--- src/rtl/laser_safety_sequencer.sv ---
// Laser supply / amplifier safety sequencer.
// Arms on request, waits for settled power-good, supervises RUN, latches faults.
module laser_safety_sequencer #(
  parameter int PG_SETTLE_CYCLES    = 25000,
  parameter int PG_TIMEOUT_CYCLES   = 250000,
  parameter int WDOG_TIMEOUT_CYCLES = 2500000
) (
  input  logic       clk,
  input  logic       rstn,
  input  logic       enable_req,
  input  logic       pwr_good,
  input  logic [3:0] limit_fail,
  input  logic       current_fail,
  input  logic       wdog_kick,
  input  logic       clear_fail,
  output logic       laser_pwr_en,
  output logic       ta_shutdown,
  output logic [7:0] fault_latch,
  output logic [1:0] state
);

  localparam int SW = (PG_SETTLE_CYCLES > 1) ?
                      $clog2(PG_SETTLE_CYCLES) : 1;
  localparam int TW = (PG_TIMEOUT_CYCLES > 1) ?
                      $clog2(PG_TIMEOUT_CYCLES) : 1;
  localparam int WW = (WDOG_TIMEOUT_CYCLES > 1) ?
                      $clog2(WDOG_TIMEOUT_CYCLES) : 1;

  localparam logic [SW-1:0] SETTLE_MAX =
    SW'(PG_SETTLE_CYCLES - 1);
  localparam logic [TW-1:0] TMO_MAX =
    TW'(PG_TIMEOUT_CYCLES - 1);
  localparam logic [WW-1:0] WDOG_MAX =
    WW'(WDOG_TIMEOUT_CYCLES - 1);

  typedef enum logic [1:0] {
    IDLE    = 2'd0,
    PG_WAIT = 2'd1,
    RUN     = 2'd2,
    FAULT   = 2'd3
  } state_t;

  state_t cur, nxt;

  logic [1:0]    pg_sync;
  logic          pg_s;
  logic [SW-1:0] settle_cnt;
  logic [TW-1:0] tmo_cnt;
  logic [WW-1:0] wdog_cnt;

  logic       any_fault;
  logic [4:0] fault_bits;
  logic       settle_hit;
  logic       pg_tmo;
  logic       wdog_exp;
  logic [7:0] latch_set;
  logic       latch_clr;
  logic       pwr_en_nxt;
  logic       shut_nxt;

  assign pg_s       = pg_sync[1];
  assign fault_bits = {current_fail, limit_fail};
  assign any_fault  = |fault_bits;
  // Counters hit their last value on the cycle the event fires.
  assign settle_hit = pg_s && (settle_cnt == SETTLE_MAX);
  assign pg_tmo     = (tmo_cnt == TMO_MAX);
  assign wdog_exp   = (wdog_cnt == WDOG_MAX) && !wdog_kick;
  assign state      = cur;

  always_ff @(posedge clk) begin
    if (!rstn) begin
      cur          <= IDLE;
      pg_sync      <= '0;
      settle_cnt   <= '0;
      tmo_cnt      <= '0;
      wdog_cnt     <= '0;
      fault_latch  <= '0;
      laser_pwr_en <= 1'b0;
      ta_shutdown  <= 1'b1;
    end else begin
      cur          <= nxt;
      pg_sync      <= {pg_sync[0], pwr_good};
      laser_pwr_en <= pwr_en_nxt;
      ta_shutdown  <= shut_nxt;
      fault_latch  <= latch_clr ? '0 :
                      (fault_latch | latch_set);
      if (cur == PG_WAIT) begin
        if (!pg_s)
          settle_cnt <= '0;
        else if (settle_cnt != SETTLE_MAX)
          settle_cnt <= settle_cnt + 1'b1;
        if (tmo_cnt != TMO_MAX)
          tmo_cnt <= tmo_cnt + 1'b1;
      end else begin
        settle_cnt <= '0;
        tmo_cnt    <= '0;
      end
      if (cur == RUN) begin
        if (wdog_kick)
          wdog_cnt <= '0;
        else if (wdog_cnt != WDOG_MAX)
          wdog_cnt <= wdog_cnt + 1'b1;
      end else begin
        wdog_cnt <= '0;
      end
    end
  end

  always_comb begin
    nxt       = cur;
    latch_set = '0;
    latch_clr = 1'b0;
    unique case (cur)
      IDLE: begin
        if (enable_req && !any_fault)
          nxt = PG_WAIT;
      end
      PG_WAIT: begin
        if (any_fault || pg_tmo) begin
          nxt            = FAULT;
          latch_set[4:0] = fault_bits;
          latch_set[7]   = pg_tmo;
        end else if (!enable_req) begin
          nxt = IDLE;
        end else if (settle_hit) begin
          nxt = RUN;
        end
      end
      RUN: begin
        if (any_fault || wdog_exp || !pg_s) begin
          nxt            = FAULT;
          latch_set[4:0] = fault_bits;
          latch_set[5]   = wdog_exp;
          latch_set[6]   = !pg_s;
        end else if (!enable_req) begin
          nxt = IDLE;
        end
      end
      FAULT: begin
        latch_set[4:0] = fault_bits;
        if (clear_fail && !any_fault) begin
          nxt       = IDLE;
          latch_clr = 1'b1;
        end
      end
      default: nxt = IDLE;
    endcase
  end

  always_comb begin
    pwr_en_nxt = (nxt == PG_WAIT) || (nxt == RUN);
    shut_nxt   = (nxt != RUN);
  end

endmodule

--- config.mk ---
export PLATFORM = sky130hd
export DESIGN_NAME = laser_safety_sequencer
export DESIGN_NICKNAME = d
export VERILOG_FILES = /design/src/rtl/laser_safety_sequencer.sv
export SDC_FILE = /design/constraint.sdc
export NUM_CORES = 1
export LEC_CHECK = 0
export CORE_ASPECT_RATIO = 0.8
export CORE_MARGIN = 3
export CORE_UTILIZATION = 35
export CTS_CLUSTER_DIAMETER = 200
export DETAILED_ROUTE_END_ITERATION = 7
export PLACE_DENSITY = 0.63
export SYNTH_ARGS = -nofsm -noshare
export SYNTH_HDL_FRONTEND = slang
export SYNTH_SLANG_ARGS = --single-unit
--- constraint.sdc ---
create_clock -name clk -period 2.2 [get_ports clk]
set_input_delay 0.33 -clock clk [delete_from_list [all_inputs] [get_ports clk]]
set_output_delay 0.33 -clock clk [all_outputs]
set_load 0.02 [all_outputs]
==> impl_summary.txt, run 1 <==
----------------------------------------------------
[STA]
  Hold violation count in the final report ... 0
  Final setup violation count ... 0
  Max_slew headroom ... 67.4%
  Minimum setup slack in the final design ... ~0.14 ns
  Maximum frequency from static timing analysis ... 0.484 GHz
  Setup skew after layout ... around 0.011 ns
  Post-route fraction of the period consumed by the critical path ... a little over nine tenths
  Post-layout minimum cycle time ... roughly 2.1 ns
  Unrepaired setup endpoints after global routing ... no
  Transition at the pin with the smallest max-transition slack ... 0.488 ns
  Slew Viols, Final ... 0

[Placement]
  Final HPWL from detailed placement ... between 4 and 5 mm
  Port bufs ... 22
  Final weighted congestion in routability-driven placement ... between 0.7 and 0.8
  Standard cell area after detailed placement ... about 3400 um2
  Post-place setup slack ... -0.215 ns

[Logic synthesis]
  Total of warnings raised by yosys ... 0
  Post-synthesis cell count ... 340
  Post-Synthesis Mean Instance Area ... approximately 8.8 um2
  Area of the mapped netlist ... 3010 um2
  Synth top cells by count ... 73 x sky130_fd_sc_hd__nor2_1, 69 x sky130_fd_sc_hd__dfxtp_1, 33 x sky130_fd_sc_hd__xor2_1
  Fraction of registers with async set/reset ... 0%
  Count of flip-flops with a built-in enable after synthesis ... 0
  Count of unique library cells instantiated by Yosys ... 38
  Register bit total from synthesis ... between 60 and 70
  Yosys top cell area share ... 46.0%
  Leading area contributor after synthesis ... sky130_fd_sc_hd__dfxtp_1
  Top-count cell post-synth ... sky130_fd_sc_hd__nor2_1
  Net count after synthesis ... ~360
  Sequential-to-total area share from yosys stat ... 46.0%
  Cells taking the most area after synthesis ... sky130_fd_sc_hd__dfxtp_1 46%, sky130_fd_sc_hd__xor2_1 9.6%, sky130_fd_sc_hd__nor2_1 9.1%
  Most frequently used flop master after synthesis ... sky130_fd_sc_hd__dfxtp_1

[Global routing]
  Aggregate global routing overflow ... 0
  All-Layer GR Usage ... around 14%
  Number of antenna violations at the first check in global routing ... 0
  Met2 usage ... 21.3%
  Routing usage on met1 ... ~20%
  Vias in the first global route ... between 2,000 and 2,500
  Wire length of the first global-routing pass ... ~11 mm
  Maximum number of pins on one net before global-route repair ... 16
  M3 GR Usage ... 5.54%
  Busiest layer in global routing ... met2

[Clocking]
  Clock root buffer ... sky130_fd_sc_hd__clkbuf_8
  H-Tree Level Count ... 3
  Insertion delay of the later-clocked pin in the worst-skew pair ... 0.34 ns
  CTS sink count ... around 70
  Reg clk slew, reported paths ... 0.07 ns
  Buffers inserted during post-CTS setup optimization ... 0
  Maximum clock insertion buffer count ... 2
  Clock tree from TritonCTS ... done
  Number of CTS-inserted buffers ... 9

[Floorplanning]
  Die height ... 88.9 um
  Chip Width ... 110 um
  Starting density of the core ... 37.0%
  Die ar. ... roughly 10000 um2
  Core area ... 8130 um2
  Standard-cell rows ... 29
  Ports ... 23

[Route]
  Number of DRC markers after the initial detailed-route iteration ... 89
  Drt drc ... 0
  Vias per std cell ... 4.89
  Total wire length ... between 6 and 7 mm
  TritonRoute pass-1 iters ... 4
  Wire per inst ... around 12 um
  Total via count in the routed design ... 2,410
  Post-route ant nets ... 0

[Worst setup path]
  Endpoint kind of the worst setup timing path ... flip-flop
  Class of the most critical setup path ... in -> reg
  CP Data Arrival Time ... around 2.3 ns
  Worst Path Required ... 2.48 ns
  Nature of the critical path startpoint ... input pin
  Top fanout value on the critical path ... 3

[Finish]
  Ant diodes ... 0
  Area grow syn2layout ... 20.9%
  Ratio of cells with drive above 1 in the final layout ... 9.61%
  Layout fillers ... 814
  Finished Cell Area ... 3630 um2
  Final nets ... a little under 400

[Pwr]
  Highest ir drop seen on vdd ... 0.504 mV
  Power density cells ... 720 nW/um2
  Total power after layout ... between 2 and 3 mW
  Leakage ... 1.27 nW

[Hold path]
  Type of the most critical hold path ... reg -> reg

[Run status]
  Status ... finished, final reports clean

[Run]
  Max capacitance violation total ... 0

----------------------------------------------------
## area by class of cell
type | instances | area, um2 | area share (%)
multi-input combinational | 259 | 1590 | 43.6
tap | 108 | 135 | 3.72
sequential | 69 | 1380 | 38.0
clock inverter | 4 | 47.5 | 1.31
inverter | 6 | 22.5 | 0.620
timing repair buffer | 35 | 318 | 8.74
clock buffer | 12 | 145 | 3.99
## flip-flops by register name, summed over array words and instances, names as in the netlist
name and count:
wdog_cnt 22, tmo_cnt 18, settle_cnt 15, fault_latch 8, pg_sync 2, state 2
laser_pwr_en 1, ta_shutdown 1
## worst max-delay path, stage by stage
cell and delay, ns:
sky130_fd_sc_hd__clkdlybuf4s50_1 0.43, sky130_fd_sc_hd__or4_4 0.57, sky130_fd_sc_hd__nor2_1 0.14, sky130_fd_sc_hd__a22oi_1 0.10, sky130_fd_sc_hd__nor3_2 0.25, sky130_fd_sc_hd__and3_1 0.19
sky130_fd_sc_hd__ha_1 0.23, sky130_fd_sc_hd__nor2_1 0.10
## cell usage in the layout, fill, tap and decap left out, types with 3 or more instances in the layout
cell and count:
sky130_fd_sc_hd__o21ai_0 7, sky130_fd_sc_hd__nor3_1 3, sky130_fd_sc_hd__or3_1 3, sky130_fd_sc_hd__clkbuf_8 10, sky130_fd_sc_hd__nor4_1 3, sky130_fd_sc_hd__and4_1 8, sky130_fd_sc_hd__mux2i_1 3, sky130_fd_sc_hd__nand4_1 11
sky130_fd_sc_hd__nor2_1 73, sky130_fd_sc_hd__dfxtp_1 69, sky130_fd_sc_hd__buf_4 13, sky130_fd_sc_hd__nand3_1 20, sky130_fd_sc_hd__inv_1 6, sky130_fd_sc_hd__nand2_1 23, sky130_fd_sc_hd__ha_1 4, sky130_fd_sc_hd__xnor2_1 11
sky130_fd_sc_hd__nor4bb_1 3, sky130_fd_sc_hd__and2_1 9, sky130_fd_sc_hd__clkdlybuf4s50_1 22, sky130_fd_sc_hd__nor3_2 3, sky130_fd_sc_hd__xor2_1 33, sky130_fd_sc_hd__and3_1 11, sky130_fd_sc_hd__a21oi_1 11
## metrics by stage
stage	TNS, ns	hold slack [ns]	util (%)	instances
floorplan	0	0.399	-	340
global placement	-0.149	0.415	42.3	477
detailed placement	-0.340	0.421	42.3	477
CTS	0	0.438	44.6	493
global route	0	0.480	44.7	493
finish	0	0.434	44.7	493
## power breakdown
group | switching (mW) | total [mW] | internal, mW | leakage, nW
clock | 0.457 | 1.01 | 0.552 | 0.0964
sequential | 0.0344 | 1.32 | 1.29 | 0.558
combinational | 0.149 | 0.286 | 0.137 | 0.618
## kinds of logic (layout without fill, tap and decap cells)
| kind of cell | Yosys count | count (layout) | share of synthesized area, % |
|---|---|---|---|
| AO/OA/AOI/OAI | 29 | 29 | 6.58 |
| XOR/XNOR | 44 | 44 | 12.8 |
| adder cells (fa/ha/maj) | 4 | 4 | 1.67 |
| buffers and inverters | 12 | 57 | 1.50 |
| flip-flops | 69 | 69 | 46.0 |
| multiplexers | 3 | 3 | 0.999 |
| AND/OR/NAND/NOR | 179 | 179 | 30.5 |
## metal layers
layer / vias up / routed length (um) / share of wire [%]
met5: - / 0 / 0
met4: 0 / 47 / 0.78
met3: 6 / 276 / 4.6
met2: 34 / 2550 / 42
met1: 1117 / 3170 / 52
li1: 1253 / - / -
## final timing paths
kind / from / endpoint / slack (ns) / cells past startpoint
max: limit_fail[1] / laser_pwr_en$_SDFF_PN0_ / 0.14 / 8
min: pg_sync[0]$_SDFF_PN0_ / pg_sync[1]$_SDFF_PN0_ / 0.43 / 1
max reg2reg: wdog_cnt[11]$_SDFFE_PP0P_ / laser_pwr_en$_SDFF_PN0_ / 0.21 / 8
min reg2reg: pg_sync[0]$_SDFF_PN0_ / pg_sync[1]$_SDFF_PN0_ / 0.43 / 1
## repair_timing
| item | in CTS | in global routing |
|---|---|---|
| gates resized for setup | 0 | 1 |
| endpoints found under the setup margin | 0 | 1 |
| hold buffers | 0 | 0 |
(Power assumes the default switching activity.)
==> run 2, diff against run 1 <==
--- a/config.mk
+++ b/config.mk
@@ -5,12 +5,15 @@
 export SDC_FILE = /design/constraint.sdc
 export NUM_CORES = 1
 export LEC_CHECK = 0
+export CELL_PAD_IN_SITES_DETAIL_PLACEMENT = 2
+export CELL_PAD_IN_SITES_GLOBAL_PLACEMENT = 2
 export CORE_ASPECT_RATIO = 0.8
-export CORE_MARGIN = 3
+export CORE_MARGIN = 1
 export CORE_UTILIZATION = 35
 export CTS_CLUSTER_DIAMETER = 200
 export DETAILED_ROUTE_END_ITERATION = 7
-export PLACE_DENSITY = 0.63
+export PLACE_DENSITY = 0.88
 export SYNTH_ARGS = -nofsm -noshare
 export SYNTH_HDL_FRONTEND = slang
 export SYNTH_SLANG_ARGS = --single-unit
+export TNS_END_PERCENT = 20
==> run 2 against run 1 <==
Net effect:
- the flow now finishes with violations (setup timing)
- critical path depth stayed put
- worst hold slack better by 0.041 ns
- utilization is 1.4 points higher
- largest cell class unchanged
- sequential power hardly changed
- setup slack worse by 0.16 ns
- final area is 3.2% higher
- count of clock-buffer cells in the layout stayed put
- power is 4.6% higher
- critical endpoint unchanged
- fmax is 7.0% lower
- wire length is 76% higher
- combinational power is 22% higher
- final cell count is 1.0% higher
==> impl_summary.txt, run 2 (synthesis results as in run 1) <==
----------------------------------------------------
[Finish]
  Top library cells by usage in the layout, fill and taps aside ... 72 x sky130_fd_sc_hd__nor2_1, 65 x sky130_fd_sc_hd__dfxtp_1, 33 x sky130_fd_sc_hd__xor2_1
  Flip-flop count of the largest register, all copies and words added ... 22 (unchanged)
  Area grow syn2layout ... 24.8%
  Register with the highest flop count ... wdog_cnt
  Layout fillers ... 899 (+10%)
  Final nets ... 400 (+1.3%)
  Most frequent standard cell in the layout excluding fill and tap cells ... sky130_fd_sc_hd__nor2_1
  Post-Layout Cell Count ... 498 (+1.0%)
  Finished Cell Area ... 3750 um2 (+3.2%)
  Biggest registers after layout ... wdog_cnt (22), tmo_cnt (18), settle_cnt (15)
  Ratio of cells with drive above 1 in the final layout ... 13.6% (+4.0 points)
  Ant diodes ... 0 (unchanged)

[Worst setup path]
  Setup slack of the worst register-to-register path ... 0.06 ns (-0.15 ns)
  CP Data Arrival Time ... 2.49 ns (+0.15 ns)
  Nature of the critical path startpoint ... input pin
  Class of the most critical setup path ... in -> reg
  Endpoint kind of the worst setup timing path ... flip-flop
  Top fanout value on the critical path ... 3 (unchanged)
  Chain of cells forming the critical path ... clkdlybuf4s50_1 > or4_4 > nor2_2 > a22oi_1 > nor3_2 > and3_1 > ha_1 > nor2_1
  Cell with the biggest individual delay on the critical path ... sky130_fd_sc_hd__or4_4
  Reg-to-reg endpoint ... laser_pwr_en$_SDFF_PN0_
  Highest cell delay on the worst timing path ... 0.59 ns (+0.02 ns)
  Worst Path Required ... 2.47 ns (about the same)
  Cell count of the worst reg-to-reg path ... 8 (unchanged)
  FF-to-FF Start ... wdog_cnt[5]$_SDFFE_PP0P_

[Hold path]
  Hold endpoint ... pg_sync[1]$_SDFF_PN0_
  Startpoint of the tightest hold check path ... pg_sync[0]$_SDFF_PN0_
  Worst Hold Path Cells ... 1 (unchanged)
  Type of the most critical hold path ... reg -> reg

[Floorplanning]
  Die ar. ... 8960 um2 (-8.0%)
  Ports ... 23 (unchanged)
  Standard-cell rows ... 29 (unchanged)
  Die height ... 84.9 um (-4.5%)
  Core area ... 8130 um2 (unchanged)
  Starting density of the core ... 37.0% (unchanged)
  Chip Width ... 106 um (-3.6%)

[Route]
  TritonRoute pass-1 iters ... 4 (unchanged)
  Drt drc ... 0 (unchanged)
  Total via count in the routed design ... 2,698 (+12%)
  Post-route ant nets ... 0 (unchanged)
  Number of DRC markers after the initial detailed-route iteration ... 137 (+54%)
  Vias per std cell ... 5.42 (+11%)
  Wire per inst ... 21.4 um (+74%)
  Total wire length ... 10.6 mm (+76%)

[Placement]
  Dpl cells ... 480 (+0.63%)
  Port bufs ... 22 (unchanged)
  Final weighted congestion in routability-driven placement ... 0.762 (-0.78%)
  Final HPWL from detailed placement ... 6.46 mm (+48%)
  Standard cell area after detailed placement ... 3460 um2 (+0.66%)

[STA]
  Maximum frequency from static timing analysis ... 0.450 GHz (-7.0%)
  Final setup violation count ... 1 (+1)
  Minimum setup slack in the final design ... -0.0198 ns (-0.155 ns)
  Hold violation count in the final report ... 0 (unchanged)
  Post-route fraction of the period consumed by the critical path ... 101% (+7.1 points)
  Max_slew headroom ... 60.1% (-7.3 points)
  Setup skew after layout ... 0.0145 ns (+0.00366 ns)
  Slew Viols, Final ... 0 (unchanged)
  Post-layout minimum cycle time ... 2.22 ns (+0.155 ns)
  Transition at the pin with the smallest max-transition slack ... 0.596 ns (+0.108 ns)

[Global routing]
  Wire length of the first global-routing pass ... 15.4 mm (+41%)
  All-Layer GR Usage ... 22.2% (+8.0 points)
  Busiest layer in global routing ... met2
  Number of antenna violations at the first check in global routing ... 0 (unchanged)
  Vias in the first global route ... 2,942 (+25%)
  Aggregate global routing overflow ... 0 (unchanged)
  M3 GR Usage ... 5.61% (+0.063 points)
  Maximum number of pins on one net before global-route repair ... 13 (-3)
  Routing usage on met1 ... 27.1% (+7.7 points)
  Met2 usage ... 38.4% (+17 points)

[Clocking]
  Number of CTS-inserted buffers ... 9 (unchanged)
  Reg clk slew, reported paths ... 0.07 ns (about the same)
  Clock tree from TritonCTS ... done
  CTS sink count ... 69 (unchanged)
  # hold bufs at CTS ... 0 (unchanged)
  H-Tree Level Count ... 3 (unchanged)
  Maximum clock insertion buffer count ... 2 (unchanged)
  Insertion delay of the later-clocked pin in the worst-skew pair ... 0.36 ns (+0.02 ns)
  Clock root buffer ... sky130_fd_sc_hd__clkbuf_8

[Run]
  Max capacitance violation total ... 0 (unchanged)

[Pwr]
  Highest ir drop seen on vdd ... 0.339 mV (-33%)
  Power density cells ... 730 nW/um2 (+1.4%)
  Leakage ... 1.30 nW (+2.4%)

[Run status]
  Failing checks ... setup timing
  Status ... complete, but fails checks

----------------------------------------------------
run 2: changes by cell type in the layout (fill, tap and decap cells not counted), sizes merged:
cell  before  now
buf       13   18
run 2: final cells by class:
cell class                 count  area, um2  share of cell area (%)
tap                          108        135                    3.60
clock buffer                  12        145                    3.87
clock inverter                 4       47.5                    1.27
multi-input combinational    259       1660                    44.1
sequential                    69       1390                    37.0
timing repair buffer          40        355                    9.48
inverter                       6       22.5                   0.601
run 2: worst max-delay path, delay by kind of cell:
| kind | cells | cell delay, ns |
|---|---|---|
| AOI/OAI and AO/OA | 1 | 0.11 |
| and+or+nand+nor | 5 | 1.37 |
| adders and majority gates | 1 | 0.24 |
| buffers and inverters | 1 | 0.43 |
run 2: per-stage QoR:
step | setup TNS, ns | power (mW) | setup WS (ns) | hold slack (ns) | utilization, %
3_3_place_gp | -0.174 | 1.64 | -0.127 | 0.428 | 42.5
2_1_floorplan | 0 | 1.50 | 0.321 | 0.399 | -
5_1_grt | -0.0815 | 2.82 | -0.0815 | 0.481 | 46.1
4_1_cts | 0 | 2.71 | 0.0148 | 0.450 | 45.1
3_5_place_dp | -0.512 | 1.66 | -0.264 | 0.435 | 42.5
6_report | -0.0198 | 2.74 | -0.0198 | 0.475 | 46.1
run 2: power breakdown:
part           switching [mW]  total (mW)  internal, mW
Clock                   0.508        1.06         0.552
Combinational           0.202       0.349         0.147
Sequential             0.0426        1.33          1.29
run 2: timing repair:
action	4_1_cts	5_1_grt
pin swaps	0	6
gates resized for setup	2	16
setup buffers	0	2
hold endpoints to repair	0	0
endpoints found under the setup margin	1	1
run 2: worst max path at each step:
stage / from / end / cells after the start
after floorplan: limit_fail[1] / laser_pwr_en$_SDFF_PN0_ / 7
after global placement: limit_fail[1] / laser_pwr_en$_SDFF_PN0_ / 8
after detailed placement: limit_fail[1] / laser_pwr_en$_SDFF_PN0_ / 8
after CTS: wdog_cnt[0]$_SDFFE_PP0P_ / laser_pwr_en$_SDFF_PN0_ / 9
after global routing: limit_fail[1] / laser_pwr_en$_SDFF_PN0_ / 8
final: limit_fail[1] / laser_pwr_en$_SDFF_PN0_ / 8
run 2: metal layers:
| metal | part of all wire, % | routed length [um] |
|---|---|---|
| met3 | 3.9 | 417 |
| met2 | 50 | 5320 |
| met1 | 44 | 4670 |
| met5 | 0 | 0 |
| met4 | 2.2 | 239 |
